===== config.mk =====
export PLATFORM = sky130hd
export DESIGN_NAME = bht_predictor
export DESIGN_NICKNAME = d
export VERILOG_FILES = /design/src/rtl/bht_predictor_pkg.sv /design/src/rtl/bht_sat_ctr.sv /design/src/rtl/bht_predictor.sv
export SDC_FILE = /design/constraint.sdc
export NUM_CORES = 1
export LEC_CHECK = 0
export BUFFER_PORTS_ARGS = -buffer_cell sky130_fd_sc_hd__buf_2
export CORE_UTILIZATION = 55
export DETAILED_ROUTE_END_ITERATION = 16
export PLACE_DENSITY_LB_ADDON = 0.08
export SYNTH_ARGS = -nofsm -noshare
export SYNTH_HDL_FRONTEND = slang
export SYNTH_SLANG_ARGS = --single-unit

===== constraint.sdc =====
create_clock -name clk_i -period 4 [get_ports clk_i]
set_input_delay 0.2 -clock clk_i [delete_from_list [all_inputs] [get_ports clk_i]]
set_output_delay 0.2 -clock clk_i [all_outputs]
set_load 0.005 [all_outputs]

===== src/rtl/bht_predictor_pkg.sv =====
// bht_predictor_pkg: shared frontend types for the branch history table.
package bht_predictor_pkg;

    typedef struct packed {
        logic       valid;
        logic [1:0] ctr;
    } bht_entry_t;

    typedef struct packed {
        logic valid;
        logic taken;
    } bht_prediction_t;

endpackage


===== src/rtl/bht_sat_ctr.sv =====
// bht_sat_ctr: next-state of one BHT entry for a resolved branch direction.
module bht_sat_ctr
    import bht_predictor_pkg::*;
(
    input  bht_entry_t cur,
    input  logic       taken,
    output bht_entry_t nxt
);

    always_comb begin
        nxt.valid = 1'b1;
        nxt.ctr   = !cur.valid ? (taken ? 2'b10 : 2'b01) :
                    taken      ? ((cur.ctr == 2'b11) ? 2'b11 : cur.ctr + 2'b01) :
                                 ((cur.ctr == 2'b00) ? 2'b00 : cur.ctr - 2'b01);
    end

endmodule


===== src/rtl/bht_predictor.sv =====
// bht_predictor: 2-bit counter branch history table, one prediction per fetch slot.
// Optional global history row hashing enabled by defining BHT_GLOBAL_HIST_EN.
module bht_predictor
    import bht_predictor_pkg::*;
#(
    parameter int unsigned VLEN            = 64,
    parameter int unsigned BHTEntries      = 128,
    parameter int unsigned BHTHist         = 3,
    parameter int unsigned INSTR_PER_FETCH = 2
) (
    input  logic                       clk_i,
    input  logic                       rst_ni,
    input  logic                       flush_i,
    input  logic                       debug_mode_i,
    input  logic                       lookup_valid_i,
    input  logic [VLEN-1:0]            vpc_i,
    output logic [INSTR_PER_FETCH-1:0] pred_valid_o,
    output logic [INSTR_PER_FETCH-1:0] pred_taken_o,
    input  logic                       update_valid_i,
    input  logic [VLEN-1:0]            update_pc_i,
    input  logic                       update_taken_i
);

    localparam int unsigned ROWS     = BHTEntries / INSTR_PER_FETCH;
    localparam int unsigned ROW_BITS = $clog2(ROWS);
    localparam int unsigned COL_BITS = $clog2(INSTR_PER_FETCH);

    bht_entry_t                           bht_q [ROWS][INSTR_PER_FETCH];
    bht_prediction_t [INSTR_PER_FETCH-1:0] pred_q;
    bht_entry_t                           upd_entry;
    logic [ROW_BITS-1:0]                  hist_row, lookup_row, update_row;
    logic [COL_BITS-1:0]                  update_col;
    logic                                 train, unused_bits;

    assign train      = update_valid_i && !debug_mode_i && !flush_i;
    assign lookup_row = vpc_i[1+COL_BITS +: ROW_BITS] ^ hist_row;
    assign update_row = update_pc_i[1+COL_BITS +: ROW_BITS] ^ hist_row;
    assign update_col = update_pc_i[1 +: COL_BITS];

    // Offset bits and tag bits above the row take no part in indexing.
    assign unused_bits = ^{vpc_i[VLEN-1:1+COL_BITS+ROW_BITS], vpc_i[COL_BITS:0],
                           update_pc_i[VLEN-1:1+COL_BITS+ROW_BITS], update_pc_i[0]};

`ifdef BHT_GLOBAL_HIST_EN
    logic [BHTHist-1:0] hist_q;

    always_ff @(posedge clk_i) begin
        if (!rst_ni || flush_i) hist_q <= '0;
        else if (train) hist_q <= BHTHist'({hist_q, update_taken_i});
    end

    assign hist_row = ROW_BITS'(hist_q);
`else
    assign hist_row = '0;
`endif

    bht_sat_ctr u_ctr (
        .cur   (bht_q[update_row][update_col]),
        .taken (update_taken_i),
        .nxt   (upd_entry)
    );

    // Lookup samples the table before this edge's write: read-before-write.
    always_ff @(posedge clk_i) begin
        if (!rst_ni) begin
            for (int r = 0; r < ROWS; r++)
                for (int c = 0; c < INSTR_PER_FETCH; c++)
                    bht_q[r][c] <= '0;
            pred_q <= '0;
        end else begin
            if (flush_i) begin
                for (int r = 0; r < ROWS; r++)
                    for (int c = 0; c < INSTR_PER_FETCH; c++)
                        bht_q[r][c].valid <= 1'b0;
            end else if (train) begin
                bht_q[update_row][update_col] <= upd_entry;
            end
            for (int c = 0; c < INSTR_PER_FETCH; c++)
                pred_q[c] <= (lookup_valid_i && !flush_i) ?
                    bht_prediction_t'{valid: bht_q[lookup_row][c].valid,
                                      taken: bht_q[lookup_row][c].ctr[1]} :
                    bht_prediction_t'('0);
        end
    end

    for (genvar i = 0; i < INSTR_PER_FETCH; i++) begin : g_out
        assign pred_valid_o[i] = pred_q[i].valid;
        assign pred_taken_o[i] = pred_q[i].taken;
    end

endmodule


==> run_results.csv <==
group,metric,value,unit
sta,fin_ws,0.690,ns
yosys,synthCells,1808,
place,place_area,21700,µm²
yosys,ys_ff_latch,388,
sta,finalHoldViolations,0,
grt,grt_pass1_wl,100,mm
cts,h-tree-depth,2,
sta,tns,0,ns
yosys,ys_seq_area_frac,0.497,
yosys,synth.most_common_cell,"nand2_1",
yosys,yosysUniqueCellTypes,66,
cells_and_area,nets,1938,
drt,routed_wl,67.2,mm
outcome,status,"completed",
cts,cts_resized,0,
yosys,synth_area,20800,µm²
cts,cts_post_setup_buffers_inserted,0,
grt,grt_use_met3,0.0897,
floorplan,io_pins,139,
critical_path,arrival,3.60,ns
cells_and_area,drive_gt1_frac,0.253,
grt,grtUsageMet2,0.537,
yosys,synthTopCellsByCount,"nand2_1 (533), edfxtp_1 (256), a21oi_1 (145)",
grt,antenna_found_initial,0,
critical_path,worstSetupStartpointType,"input port",
critical_path,worstPathRequired,4.29,ns
cells_and_area,ff_latch_area,10300,µm²
yosys,synthTopCellsByArea,"edfxtp_1 (37%), mux4_2 (13%), dfxtp_1 (13%)",
yosys,yosys.area.top_type,"edfxtp_1",
cts,clk_pin_slew,0.06,ns
grt,busiest_layer,"met2",
grt,grt_overflow,0,
critical_path,crit_fanout,46,
yosys,synth.top_cell.area_share,0.370,
grt,grt_max_degree,79,
sta,relSlewSlack,0.309,
drt,first_iter_violations,1976,
drt,drc,0,
sta,worst_pin_slew,1.04,ns
grt,grt_usage,0.354,
critical_path,crit_start,"update_pc_i[4]",
place,dp_hpwl,44.3,mm
critical_path,timing.rr.start,"bht_q[8][1]$_SDFFCE_PN0P_",
cts,root_buffer,"clkbuf_16",
grt,grt_util_met1,0.478,
yosys,async_flop_share,0,
yosys,ys.warnings.count,0,
cells_and_area,n_fill_cell,2914,
cts,cts.path.max_buffers,3,
power_and_ir_drop,p_leak,8.93,nW
yosys,synth_nets,1943,
sta,fmax,302,MHz
drt,ant_nets,0,
cts,cts_tree,"yes",
place,port_buffers,23,
sta,fin_crit_sh,0.828,
floorplan,design.die.area,38500,µm²
flow_run,drv_cap,0,
sta,period_minus_slack,3.31,ns
cells_and_area,multi_input_area,9470,µm²
sta,rsz0062_at_grt,"no",
critical_path,path_class,"in -> reg",
yosys,syn_area_per_cell,11.5,µm²
cells_and_area,syn_to_final_growth,10.8,%
floorplan,die_x,196,µm
cells_and_area,final_area,23000,µm²
drt,drtPass1Iterations,5,
floorplan,initial_core_util,0.563,
cts,cts_sinks,388,
floorplan,fp-row-count,70,
cts,insertion_delay,0.58,ns
yosys,synth_edf_count,256,
place,dp_slack,0.235,ns
cts,cts_buffers,43,
floorplan,die_h,196,µm
worst_hold_path,min-delay-path-class,"in -> reg",
power_and_ir_drop,ir_drop,280,µV
sta,maxSlewViolCount,0,
critical_path,cp-end-kind,"flip-flop",
drt,viasPerCell,6.88,
sta,skew,0.0209,ns
sta,setup-violations-final,0,
drt,wl_per_cell,28.7,µm
floorplan,core_area,36900,µm²
place,gp_congestion,0.920,
worst_hold_path,hp-start,"vpc_i[7]",
cells_and_area,fin_cells,2343,
place,dp_cells,2261,
drt,routed-via-count,16100,
grt,grt_pass1_vias,15700,
sta,whs,0.211,ns
yosys,ys.flop_type,"edfxtp_1",
power_and_ir_drop,p_per_area,409,nW/µm²
-- power breakdown --
group          internal (mW)  switching [mW]
logic                  0.371           0.824
registers               4.34          0.0395
clock network           2.19            1.65
-- cell families after synthesis --
family                 synth area share
AO/OA/AOI/OAI                     0.160
buffers and inverters            0.0493
flip-flops                        0.497
multiplexers                      0.164
AND/OR/NAND/NOR                   0.129
-- through the flow --
stage               total power, mW  utilization
global placement               5.61        0.588
floorplan                      5.21            -
finish                         9.41        0.624
global route                   9.60        0.624
detailed placement             5.62        0.588
CTS                            9.39        0.624
-- state kept, by name, indices dropped and copies added, names as in the netlist --
name and flops:
pred_taken_o 2, pred_valid_o 2, bht_q 384
-- final timing paths --
kind,endpoint,slack (ns),depth (start not counted)
max,bht_q[2][0]$_SDFFCE_PN0P_,0.69,12
min reg2reg,bht_q[44][5]$_DFF_P_,0.45,2
max reg2reg,bht_q[2][0]$_SDFFCE_PN0P_,0.80,11
min,pred_valid_o[0]$_SDFF_PN0_,0.21,3
-- layout make-up --
cell class                 instances  share of cell area
inverter                           6            0.000978
clock inverter                    15             0.00310
clock buffer                      64              0.0551
antenna                            2            0.000217
tap                              504              0.0274
timing repair buffer             129              0.0533
sequential                       388               0.449
multi-input combinational       1235               0.411
-- routing by layer --
| layer | share of wire | vias up | wire length (µm) |
|---|---|---|---|
| li1 | - | 6810 | - |
| met1 | 0.38 | 8087 | 25600 |
| met2 | 0.46 | 1038 | 30700 |
| met3 | 0.12 | 182 | 7890 |
| met4 | 0.046 | 0 | 3090 |
| met5 | 0 | - | 0 |
-- timing repair --
| item | CTS | global route |
|---|---|---|
| hold endpoints to repair | 2 | 0 |
| hold buffers | 1 | 0 |
| endpoints found under the setup margin | 0 | 0 |
-- placed cells by master (no fill, tap or decap), drive strengths merged, types with 4 or more instances in the layout --
cell type,instances
a211oi,132
a21oi,145
a221o,10
a221oi,16
a22o,12
a22oi,18
a31oi,7
and2,4
and3,9
and3b,4
buf,128
clkbuf,64
clkinv,14
dfxtp,132
edfxtp,256
inv,7
mux2,14
mux2i,52
mux4,121
nand2,533
nand3,11
nand3b,9
nor2,25
nor2b,10
nor3,10
nor3b,5
nor4,5
o2111ai,5
o211ai,4
o21ai,15
o221ai,7
o22ai,10
or3b,5
-- critical path: stages --
cell      delay (ns)
buf_4           0.44
buf_4           0.39
buf_4           0.26
mux2i_1         0.25
a22oi_1         0.12
nand3_1         0.17
nand4_1         0.20
nor4b_2         0.41
nor2_1          0.20
a211oi_4        0.40
buf_12          0.35
a211oi_2        0.09
No activity file was read; power rests on OpenSTA's default activity.
